File: src/rtl/cpu_types_pkg.sv
// Shared CPU datapath types used across pipeline stages.
package cpu_types_pkg;

    typedef logic [63:0] double_word;
    typedef logic [31:0] instr_word;

    typedef struct packed {
        instr_word  instr;
        double_word pc;
    } fetch_entry_t;

endpackage

File: src/rtl/fetch_fifo.sv
// Synchronous FIFO of fetched {instr, pc} entries; flush overrides push and pop.
module fetch_fifo
    import cpu_types_pkg::*;
#(
    parameter int unsigned DEPTH = 4,
    localparam int unsigned AW = $clog2(DEPTH),
    localparam int unsigned CW = AW + 1
) (
    input  logic         clk,
    input  logic         rst,
    input  logic         push,
    input  fetch_entry_t push_data,
    input  logic         pop,
    input  logic         flush,
    output fetch_entry_t pop_data,
    output logic         full,
    output logic         empty,
    output logic [CW-1:0] count
);

    fetch_entry_t  mem [DEPTH];
    logic [AW-1:0] rd_ptr;
    logic [AW-1:0] wr_ptr;
    logic          do_push;
    logic          do_pop;

    always_comb begin
        full     = (count == CW'(DEPTH));
        empty    = (count == '0);
        do_push  = push && !flush;
        do_pop   = pop && !flush && !empty;
        pop_data = mem[rd_ptr];
    end

    always_ff @(posedge clk) begin
        if (rst || flush) begin
            rd_ptr <= '0;
            wr_ptr <= '0;
            count  <= '0;
        end else begin
            if (do_push) wr_ptr <= wr_ptr + AW'(1);
            if (do_pop)  rd_ptr <= rd_ptr + AW'(1);
            count <= count + CW'(do_push) - CW'(do_pop);
        end
    end

    always_ff @(posedge clk) begin
        if (do_push && !rst) mem[wr_ptr] <= push_data;
    end

endmodule

File: src/rtl/instruction_fetch_stage.sv
// Pipeline front end: owns the PC, issues credit-limited imem reads, buffers
// returned words for decode and discards wrong-path responses after a redirect.
module instruction_fetch_stage
    import cpu_types_pkg::*;
#(
    parameter logic [63:0] RESET_PC   = 64'h0,
    parameter int unsigned FIFO_DEPTH = 4
) (
    input  logic        clk,
    input  logic        rst,
    input  logic        pc_write_en,
    input  logic [63:0] pc_write,
    input  logic        halt,
    output logic        imem_req_valid,
    input  logic        imem_req_ready,
    output logic [63:0] imem_req_addr,
    input  logic        imem_rsp_valid,
    input  logic [31:0] imem_rsp_data,
    output logic        instr_valid,
    input  logic        instr_ready,
    output logic [31:0] instr,
    output logic [63:0] instr_pc,
    output logic        fetch_fault
);

    localparam int unsigned CW = $clog2(FIFO_DEPTH) + 1;

    double_word    pc;
    double_word    rsp_pc;
    logic [CW-1:0] outstanding;
    logic [CW-1:0] drop_cnt;
    logic [CW-1:0] fifo_count;
    logic [CW:0]   in_use;
    logic          fault;
    logic          fifo_full;
    logic          fifo_empty;
    logic          req_fire;
    logic          push;
    logic          pop;
    logic          unused_pc_bit0;
    fetch_entry_t  head;
    fetch_entry_t  push_entry;

    always_comb begin
        in_use         = {1'b0, outstanding} + {1'b0, fifo_count};
        imem_req_valid = !rst && !halt && !fault && !pc_write_en
                         && (in_use < (CW+1)'(FIFO_DEPTH));
        imem_req_addr  = rst ? '0 : pc;
        req_fire       = imem_req_valid && imem_req_ready;
        push           = !rst && imem_rsp_valid && (drop_cnt == '0) && !pc_write_en;
        push_entry     = '{instr: imem_rsp_data, pc: rsp_pc};
        instr_valid    = !rst && !halt && !fifo_empty;
        pop            = instr_valid && instr_ready && !pc_write_en;
        instr          = instr_valid ? head.instr : '0;
        instr_pc       = instr_valid ? head.pc : '0;
        fetch_fault    = fault && !rst;
        unused_pc_bit0 = pc_write[0];
    end

    always_ff @(posedge clk) begin
        if (rst) begin
            pc          <= RESET_PC;
            rsp_pc      <= RESET_PC;
            outstanding <= '0;
            drop_cnt    <= '0;
            fault       <= 1'b0;
        end else begin
            outstanding <= outstanding + CW'(req_fire) - CW'(imem_rsp_valid);
            if (pc_write_en) begin
                pc       <= {pc_write[63:2], 2'b00};
                rsp_pc   <= {pc_write[63:2], 2'b00};
                fault    <= pc_write[1];
                // outstanding already includes pending drops, so everything still
                // in flight after this edge is wrong-path and must be discarded
                drop_cnt <= outstanding - CW'(imem_rsp_valid);
            end else begin
                if (req_fire) pc <= pc + 64'd4;
                if (imem_rsp_valid && drop_cnt != '0) drop_cnt <= drop_cnt - CW'(1);
                if (push) rsp_pc <= rsp_pc + 64'd4;
            end
        end
    end

    // Credit accounting keeps outstanding + fifo_count <= FIFO_DEPTH
    always_ff @(posedge clk) begin
        if (push) assert (!fifo_full);
    end

    fetch_fifo #(
        .DEPTH(FIFO_DEPTH)
    ) u_fifo (
        .clk       (clk),
        .rst       (rst),
        .push      (push),
        .push_data (push_entry),
        .pop       (pop),
        .flush     (pc_write_en),
        .pop_data  (head),
        .full      (fifo_full),
        .empty     (fifo_empty),
        .count     (fifo_count)
    );

endmodule
File: config.mk
export PLATFORM = sky130hd
export DESIGN_NAME = instruction_fetch_stage
export DESIGN_NICKNAME = d
export VERILOG_FILES = /design/src/rtl/cpu_types_pkg.sv /design/src/rtl/fetch_fifo.sv /design/src/rtl/instruction_fetch_stage.sv
export SDC_FILE = /design/constraint.sdc
export NUM_CORES = 1
export LEC_CHECK = 0
export BUFFER_PORTS_ARGS = -buffer_cell sky130_fd_sc_hd__clkbuf_2
export CORE_MARGIN = 5
export CORE_UTILIZATION = 57
export DETAILED_ROUTE_END_ITERATION = 12
export GPL_ROUTABILITY_DRIVEN = 0
export PLACE_DENSITY = 0.78
export SLEW_MARGIN = 0
export SYNTH_ARGS = -nofsm -noshare
export SYNTH_HDL_FRONTEND = slang
export SYNTH_SLANG_ARGS = --single-unit
File: constraint.sdc
create_clock -name clk -period 5.1 [get_ports clk]
set_clock_uncertainty 0.15 [all_clocks]
set_input_delay 0.51 -clock clk [delete_from_list [all_inputs] [get_ports clk]]
set_output_delay 0.51 -clock clk [all_outputs]
set_load 0.005 [all_outputs]
==> results.json, run 1 <==
{
  "synth_top_cell_by_area": "edfxtp_1",
  "slowest_stage": "nor4_1",
  "p_sw_share_pct": 22.1,
  "path_cells": "nand4_1, nor4_1, nand4_1, nor4_1, xnor2_1, a211oi_1",
  "synth_seq_cells": 516,
  "drtIter0Drc": 1453,
  "critPathCaptureType": "register",
  "post_drt_wl_per_cell_um": 22.0,
  "crit_required_ps": 5450,
  "drv_cap": 0,
  "syn_area_per_cell_um2": 13.2,
  "ys_types": 65,
  "power_switching_mw": 1.98,
  "crit_arrival_ps": 3830,
  "finalSetupTns_ps": 0,
  "ys_seq_area_share_pct": 62.0,
  "netlist.area_leader.share_pct": 49.7,
  "synth_edf_count": 376,
  "cts_hold_buf": 33,
  "fill_cells": 2848,
  "worstMarginPinSlew_ps": 1120,
  "io_pins": 266,
  "cts-root-buf": "clkbuf_16",
  "cts_sinks": 516,
  "finalHoldViolations": 0,
  "syn_area_mm2": 0.0227,
  "antenna_found_initial": 1,
  "pwr_density_cell_mw_per_mm2": 338,
  "dp_hpwl_um": 37100,
  "internal-power_mw": 6.98,
  "period_needed_ps": 3480,
  "fin_ws_ps": 1620,
  "routed-wl-met2_um": 26100,
  "io_buffers": 260,
  "met3_length_um": 4530,
  "clk_pin_slew_ps": 60,
  "slew_headroom_pct": 24.8,
  "grt_pass1_vias": 15400,
  "drcViolationCount": 0,
  "final_cells": 2558,
  "rsz0062_at_grt": "false",
  "rows": 73,
  "status": "finished clean",
  "area_growth_pct": 16.6,
  "grt_pass1_wl_um": 87300,
  "core_area_mm2": 0.0396,
  "die_width_um": 210,
  "initial_core_util_pct": 57.4,
  "ctsResizeCount": 0,
  "dp_cells": 2431,
  "pwr-share-seq_pct": 53.2,
  "async_reset_ff_share_pct": 0,
  "whs_ps": 49.6,
  "final_common_cell": "edfxtp_1",
  "r2r-start": "rsp_pc[3]",
  "grtUsageTotal_pct": 25.1,
  "cts-htree-levels": 2,
  "final_antenna_net_count": 0,
  "fin_nets": 2113,
  "yosys_warnings": 0,
  "wl_met1_um": 24100,
  "post_cts_buffers": 0,
  "ir_worst_vdd_v": 0.000287,
  "cts_tree": "built",
  "viasPerCell": 6.09,
  "min_from": "pc_write[54]",
  "ys_top_cells_by_area": "edfxtp_1 50%, dfxtp_1 12%, mux4_2 9.3%, nor2b_1 4.3%, xnor2_1 1.9%",
  "min_period_over_period_pct": 68.3,
  "maxSlewViolCount": 0,
  "vias": 15600,
  "power.total_mw": 8.96,
  "grt_max_degree": 118,
  "maxUsedRoutingLayer": "met4",
  "crit_fanout": 10,
  "p_leak_nw": 9.01,
  "clock.fmax_mhz": 287,
  "cp-start-kind": "register",
  "combPwrFrac_pct": 5.7,
  "clk_path_buf_depth": 3,
  "layout_common_cells": "376 x edfxtp_1, 262 x clkbuf_2, 157 x nor2b_1",
  "startpoint": "rsp_pc[3]",
  "ys.flop_type": "edfxtp_1",
  "clk_latency_ps": 590,
  "setup_violations": 0,
  "gr-total-overflow": 0,
  "first_pass_iters": 5,
  "drive_gt1_share_pct": 23.4,
  "path_class": "reg -> reg",
  "hold_class": "in -> reg",
  "routed_wl_um": 56400,
  "stdcell_area_mm2": 0.0265,
  "die_h_um": 210,
  "p_clk_share_pct": 41.2,
  "synthCells": 1728,
  "preCtsSetupSlack_ps": 1680,
  "place_area_mm2": 0.0245,
  "max_stage_delay_ps": 1030,
  "fin_util_pct": 66.9,
  "cts_inserted_buffers": 51,
  "die-area_mm2": 0.0440
}
-- path summary, 6_finish.rpt --
| kind | cells past startpoint | slack (ps) | endpoint |
|---|---|---|---|
| worst max-delay path | 6 | 1620 | rsp_pc[47] |
| worst min-delay path | 3 | 50 | rsp_pc[54] |
| worst max register to register | 6 | 1620 | rsp_pc[47] |
| worst min register to register | 2 | 340 | u_fifo.wr_ptr[0] |
-- routing by layer --
layer,up-vias,GRT usage [%]
met3,116,4.38
met5,-,0
met4,0,7.61
li1,7072,-
met1,7586,37.1
met2,812,38.8
-- sequential cells by signal, indices dropped and copies added (netlist names), named ones only --
name	count
rsp_pc	62
outstanding	3
pc	62
drop_cnt	3
u_fifo.wr_ptr	2
u_fifo.count	3
u_fifo.rd_ptr	2
u_fifo.mem	376
fault	1
-- worst max-delay path: cells and delay by family, from the launching register on --
| family | cells | cell delay (ps) |
|---|---|---|
| compound gates | 1 | 220 |
| simple gates | 4 | 2340 |
| xor+xnor | 1 | 110 |
| flops | 1 | 570 |
-- layout make-up --
cell class / instances / area, µm² / area share (%)
tap: 525 / 657 / 2.48
sequential: 516 / 14100 / 53.2
antenna: 1 / 2.50 / 0.00944
clock buffer: 69 / 1410 / 5.32
inverter: 32 / 121 / 0.458
timing repair buffer: 310 / 1830 / 6.90
clock inverter: 24 / 234 / 0.883
multi-input combinational: 1081 / 8150 / 30.8
-- synthesized netlist by cell type (5+ instances only) --
master       n
dfxtp_1    140
clkbuf_1    82
o21ai_0     37
or4_1        8
a21oi_1     62
xor2_1      35
and2_1      16
a21boi_0     9
a211oi_1    28
xnor2_1     50
nor2b_1    157
o22ai_1     17
a2bb2oi_1    5
o211ai_1     5
nor3_1      41
o21bai_1     6
nand3_1     57
and3_1      30
mux4_2      94
buf_1       13
nor4_1      28
nand2_1    114
o21a_1       6
edfxtp_1   376
nand4_1     47
a31oi_1     29
ha_1        16
a311oi_1     7
or3_1       18
or2_2        6
nor2_1      91
and4_1      11
inv_1       31
-- cells by family (layout without fill, tap and decap cells) --
logic type | after synthesis | after routing | synth area share, %
AND/OR/NAND/NOR | 644 | 644 | 15.4
multiplexers | 100 | 100 | 9.59
adder cells (fa/ha/maj) | 18 | 18 | 1.06
other | 1 | 5 | 0.0165
flip-flops | 516 | 516 | 62.0
AO/OA/AOI/OAI | 230 | 230 | 6.37
XOR/XNOR | 85 | 85 | 3.27
buffers and inverters | 134 | 435 | 2.32
-- power groups by stage --
| stage | Combinational, mW | Sequential, mW | Clock [mW] |
|---|---|---|---|
| 4_1_cts | 0.507 | 4.76 | 3.75 |
| 6_report | 0.509 | 4.77 | 3.69 |
| 3_5_place_dp | 0.481 | 4.85 | 0 |
| 3_3_place_gp | 0.467 | 4.84 | 0 |
| 5_1_grt | 0.561 | 4.78 | 3.94 |
| 2_1_floorplan | 0.317 | 4.79 | 0 |
Power figures use the tool's default switching activity.
==> run 2: changes to the inputs <==
--- a/config.mk
+++ b/config.mk
@@ -7,10 +7,10 @@
 export LEC_CHECK = 0
 export BUFFER_PORTS_ARGS = -buffer_cell sky130_fd_sc_hd__clkbuf_2
 export CORE_MARGIN = 5
-export CORE_UTILIZATION = 57
+export CORE_UTILIZATION = 53
 export DETAILED_ROUTE_END_ITERATION = 12
 export GPL_ROUTABILITY_DRIVEN = 0
-export PLACE_DENSITY = 0.78
+export PLACE_DENSITY = 0.76
 export SLEW_MARGIN = 0
 export SYNTH_ARGS = -nofsm -noshare
 export SYNTH_HDL_FRONTEND = slang
==> constraint.sdc (replaced) <==
create_clock -name clk -period 3.1 [get_ports clk]
set_clock_uncertainty 0.15 [all_clocks]
set_input_delay 0.31 -clock clk [delete_from_list [all_inputs] [get_ports clk]]
set_output_delay 0.31 -clock clk [all_outputs]
set_load 0.005 [all_outputs]
==> results.json, run 2 (synthesis gave the netlist of run 1 again) <==
{
  "p_leak_nw": 9.56,
  "grt_max_degree": 96,
  "grt_pass1_vias": 16000,
  "drtIter0Drc": 1438,
  "layout_common_cells": "376 x edfxtp_1, 259 x clkbuf_2, 157 x nor2b_1",
  "crit_arrival_ps": 3250,
  "dp_hpwl_um": 38900,
  "n_antenna_cell": 0,
  "routed_wl_um": 58400,
  "io_buffers": 260,
  "first_pass_iters": 5,
  "period_needed_ps": 2930,
  "gr-total-overflow": 0,
  "clk_latency_ps": 580,
  "hold_class": "in -> reg",
  "final_antenna_net_count": 0,
  "cts_tree": "built",
  "drive_gt1_share_pct": 24.5,
  "vias": 16100,
  "reg_top3": "u_fifo.mem (376), pc (62), rsp_pc (62)",
  "cts-root-buf": "clkbuf_16",
  "clk_path_buf_depth": 3,
  "drv_cap": 0,
  "rsz0062_at_grt": "false",
  "finalSetupTns_ps": 0,
  "critPathCaptureType": "register",
  "cts_sinks": 516,
  "cts_inserted_buffers": 53,
  "maxSlewViolCount": 0,
  "largest_reg_flops": 376,
  "cts-htree-levels": 2,
  "worstMarginPinSlew_ps": 1030,
  "viasPerCell": 6.00,
  "core_area_mm2": 0.0422,
  "die_width_um": 217,
  "initial_core_util_pct": 53.8,
  "rows": 75,
  "crit_required_ps": 3420,
  "power.total_mw": 14.9,
  "pwr_density_cell_mw_per_mm2": 539,
  "clk_pin_slew_ps": 60,
  "finalHoldViolations": 0,
  "die_h_um": 217,
  "grtUsageTotal_pct": 24.2,
  "status": "finished clean",
  "antenna_found_initial": 2,
  "ctsResizeCount": 0,
  "cp-start-kind": "primary input",
  "slew_headroom_pct": 30.8,
  "io_pins": 266,
  "grt_pass1_wl_um": 89800,
  "max_flop_register": "u_fifo.mem",
  "final_common_cell": "edfxtp_1",
  "path_class": "in -> reg",
  "fin_nets": 2226,
  "die-area_mm2": 0.0471,
  "drcViolationCount": 0,
  "post_drt_wl_per_cell_um": 21.7,
  "area_growth_pct": 21.8,
  "setup_violations": 0,
  "ir_worst_vdd_v": 0.000394,
  "clock.fmax_mhz": 341,
  "crit_fanout": 24,
  "fin_util_pct": 65.6,
  "min_period_over_period_pct": 94.5
}
[run 2: per-layer routing]
metal	global-route usage, %	part of all wire (%)
met5	0	0.022
met4	9.18	3.5
met1	33.9	42
met3	4.27	8.4
met2	38.4	46
[run 2: worst max-delay path: stages]
cell	delay, ps
dlygate4sd3_1	560
buf_6	180
nor4_1	500
and4_1	300
clkinv_1	220
ha_1	350
inv_1	40
ha_1	180
fa_1	380
xnor2_1	160
nor2_1	50
[run 2: repair_timing]
item	in CTS	in global routing
hold endpoints to repair	251	0
buffers inserted	0	0
hold buffers	96	0
[run 2: path summary, 6_finish.rpt]
path | from | to | slack, ps | cells after the start
setup / recovery | rst | outstanding[2] | 170 | 11
hold / removal | pc_write[25] | rsp_pc[25] | 90 | 4
setup reg to reg | rsp_pc[3] | rsp_pc[34] | 190 | 6
hold reg to reg | pc[51] | pc[51] | 370 | 2
[run 2: per-stage QoR]
stage,hold slack [ps],cells,instance area [µm²],setup WS [ps]
floorplan,259,1731,22800,9.17
global placement,324,2493,25000,252
detailed placement,356,2493,25000,209
CTS,27.2,2684,27700,171
global route,90.6,2684,27700,45.7
finish,85.5,2684,27700,170
[run 2: power by group]
| group | internal, mW | total [mW] | switching (mW) |
|---|---|---|---|
| registers | 7.59 | 7.82 | 0.230 |
| clock network | 3.56 | 6.14 | 2.58 |
| logic | 0.451 | 0.953 | 0.502 |
[run 2: area by class of cell]
class | instances | area, µm²
clock buffers | 66 | 1410
clock inverters | 29 | 274
fillers | 3000 | 14500
inverters | 32 | 121
multi-input cells | 1081 | 8150
flip-flops and latches | 516 | 14100
well taps | 539 | 674
repair buffers | 421 | 2960
==> run 3: changes to the inputs <==
--- a/config.mk
+++ b/config.mk
@@ -6,7 +6,7 @@
 export NUM_CORES = 1
 export LEC_CHECK = 0
 export BUFFER_PORTS_ARGS = -buffer_cell sky130_fd_sc_hd__clkbuf_2
-export CORE_MARGIN = 5
+export CORE_MARGIN = 3
 export CORE_UTILIZATION = 53
 export DETAILED_ROUTE_END_ITERATION = 12
 export GPL_ROUTABILITY_DRIVEN = 0
==> results.json, run 3 (synthesis gave the netlist of run 1 again) <==
{
  "clock.fmax_mhz": 332,
  "p_leak_nw": 9.49,
  "reg_top3": "u_fifo.mem (376), pc (62), rsp_pc (62)",
  "grt_max_degree": 93,
  "clk_pin_slew_ps": 60,
  "cts-root-buf": "clkbuf_16",
  "worstMarginPinSlew_ps": 807,
  "seqCellArea_mm2": 0.0141,
  "n_antenna_cell": 0,
  "setup_violations": 0,
  "min_period_over_period_pct": 97.2,
  "initial_core_util_pct": 54.0,
  "path_class": "in -> out",
  "clk_latency_ps": 580,
  "vias": 16200,
  "grtUsageTotal_pct": 25.4,
  "power.total_mw": 14.9,
  "post_drt_wl_per_cell_um": 21.6,
  "period_needed_ps": 3010,
  "final_common_cell": "edfxtp_1",
  "final_cells": 2675,
  "critPathCaptureType": "output pin",
  "fin_util_pct": 65.5,
  "die_h_um": 213,
  "cp-start-kind": "primary input",
  "rows": 75,
  "multi_input_area_mm2": 0.00817,
  "dp_hpwl_um": 37500,
  "fin_nets": 2215,
  "clk_path_buf_depth": 3,
  "viasPerCell": 6.04,
  "drtIter0Drc": 1451,
  "io_buffers": 260,
  "place_area_mm2": 0.0249,
  "finalHoldViolations": 0,
  "cts-htree-levels": 2,
  "drive_gt1_share_pct": 24.1,
  "drcViolationCount": 0,
  "drv_cap": 0,
  "antenna_found_initial": 0,
  "layout_common_cells": "376 x edfxtp_1, 259 x clkbuf_2, 157 x nor2b_1",
  "grt_pass1_wl_um": 89200,
  "finalSetupTns_ps": 0,
  "fin_ws_ps": 86.9,
  "cts_sinks": 516,
  "routed_wl_um": 57900,
  "die_width_um": 213,
  "crit_required_ps": 2640,
  "largest_reg_flops": 376,
  "hold_class": "in -> reg",
  "crit_fanout": 59,
  "die-area_mm2": 0.0454,
  "status": "finished clean",
  "rsz0062_at_grt": "false",
  "maxSlewViolCount": 0,
  "dp_cells": 2481,
  "first_pass_iters": 6,
  "max_flop_register": "u_fifo.mem",
  "preCtsSetupSlack_ps": 308,
  "cts_tree": "built",
  "area_growth_pct": 21.3,
  "stdcell_area_mm2": 0.0276,
  "cts_inserted_buffers": 52,
  "io_pins": 266,
  "gr-total-overflow": 0,
  "core_area_mm2": 0.0421,
  "slew_headroom_pct": 46.2,
  "final_antenna_net_count": 0,
  "fill_cells": 3087,
  "ir_worst_vdd_v": 0.000422,
  "pwr_density_cell_mw_per_mm2": 541,
  "whs_ps": 67.1,
  "grt_pass1_vias": 15900,
  "crit_arrival_ps": 2550
}
## run 3: cell type report
class | instances | share of cell area (%)
clock buffer | 64 | 5.10
sequential | 516 | 51.1
tap | 539 | 2.44
timing repair buffer | 411 | 10.3
multi-input combinational | 1081 | 29.6
clock inverter | 32 | 0.998
inverter | 32 | 0.440
## run 3: worst paths after layout
check / start / end / slack, ps / depth (start not counted)
worst min register to register: u_fifo.wr_ptr[0] / u_fifo.wr_ptr[0] / 350 / 2
worst min-delay path: pc_write[50] / rsp_pc[50] / 70 / 4
worst max register to register: outstanding[2] / pc[31] / 210 / 10
worst max-delay path: rst / instr_pc[45] / 90 / 7
## run 3: power breakdown
group	internal [mW]	switching, mW
clock	3.56	2.58
combinational	0.449	0.497
sequential	7.59	0.232
total	11.6	3.31
## run 3: per-layer routing
metal  up-vias  global-route usage [%]  part of all wire (%)
li1       7274                       -                     -
met1      7926                    35.2                    41
met2       838                    40.9                    47
met3       121                    4.82                   8.6
met4         0                    8.16                   2.8
met5         -                       0                     0
## run 3: worst max-delay path: stages
cell and delay, ps:
dlygate4sd3_1 560, buf_6 170, or3_4 400, buf_4 270, buf_8 260, nor2b_1 280
clkbuf_2 160
## run 3: repair_timing
| action | CTS | global route |
|---|---|---|
| hold buffers | 98 | 0 |
| endpoints found under the hold margin | 249 | 0 |
| setup buffers | 0 | 0 |
| setup endpoints to repair | 59 | 14 |
| gates cloned | 0 | 0 |
| gates resized for setup | 1 | 6 |
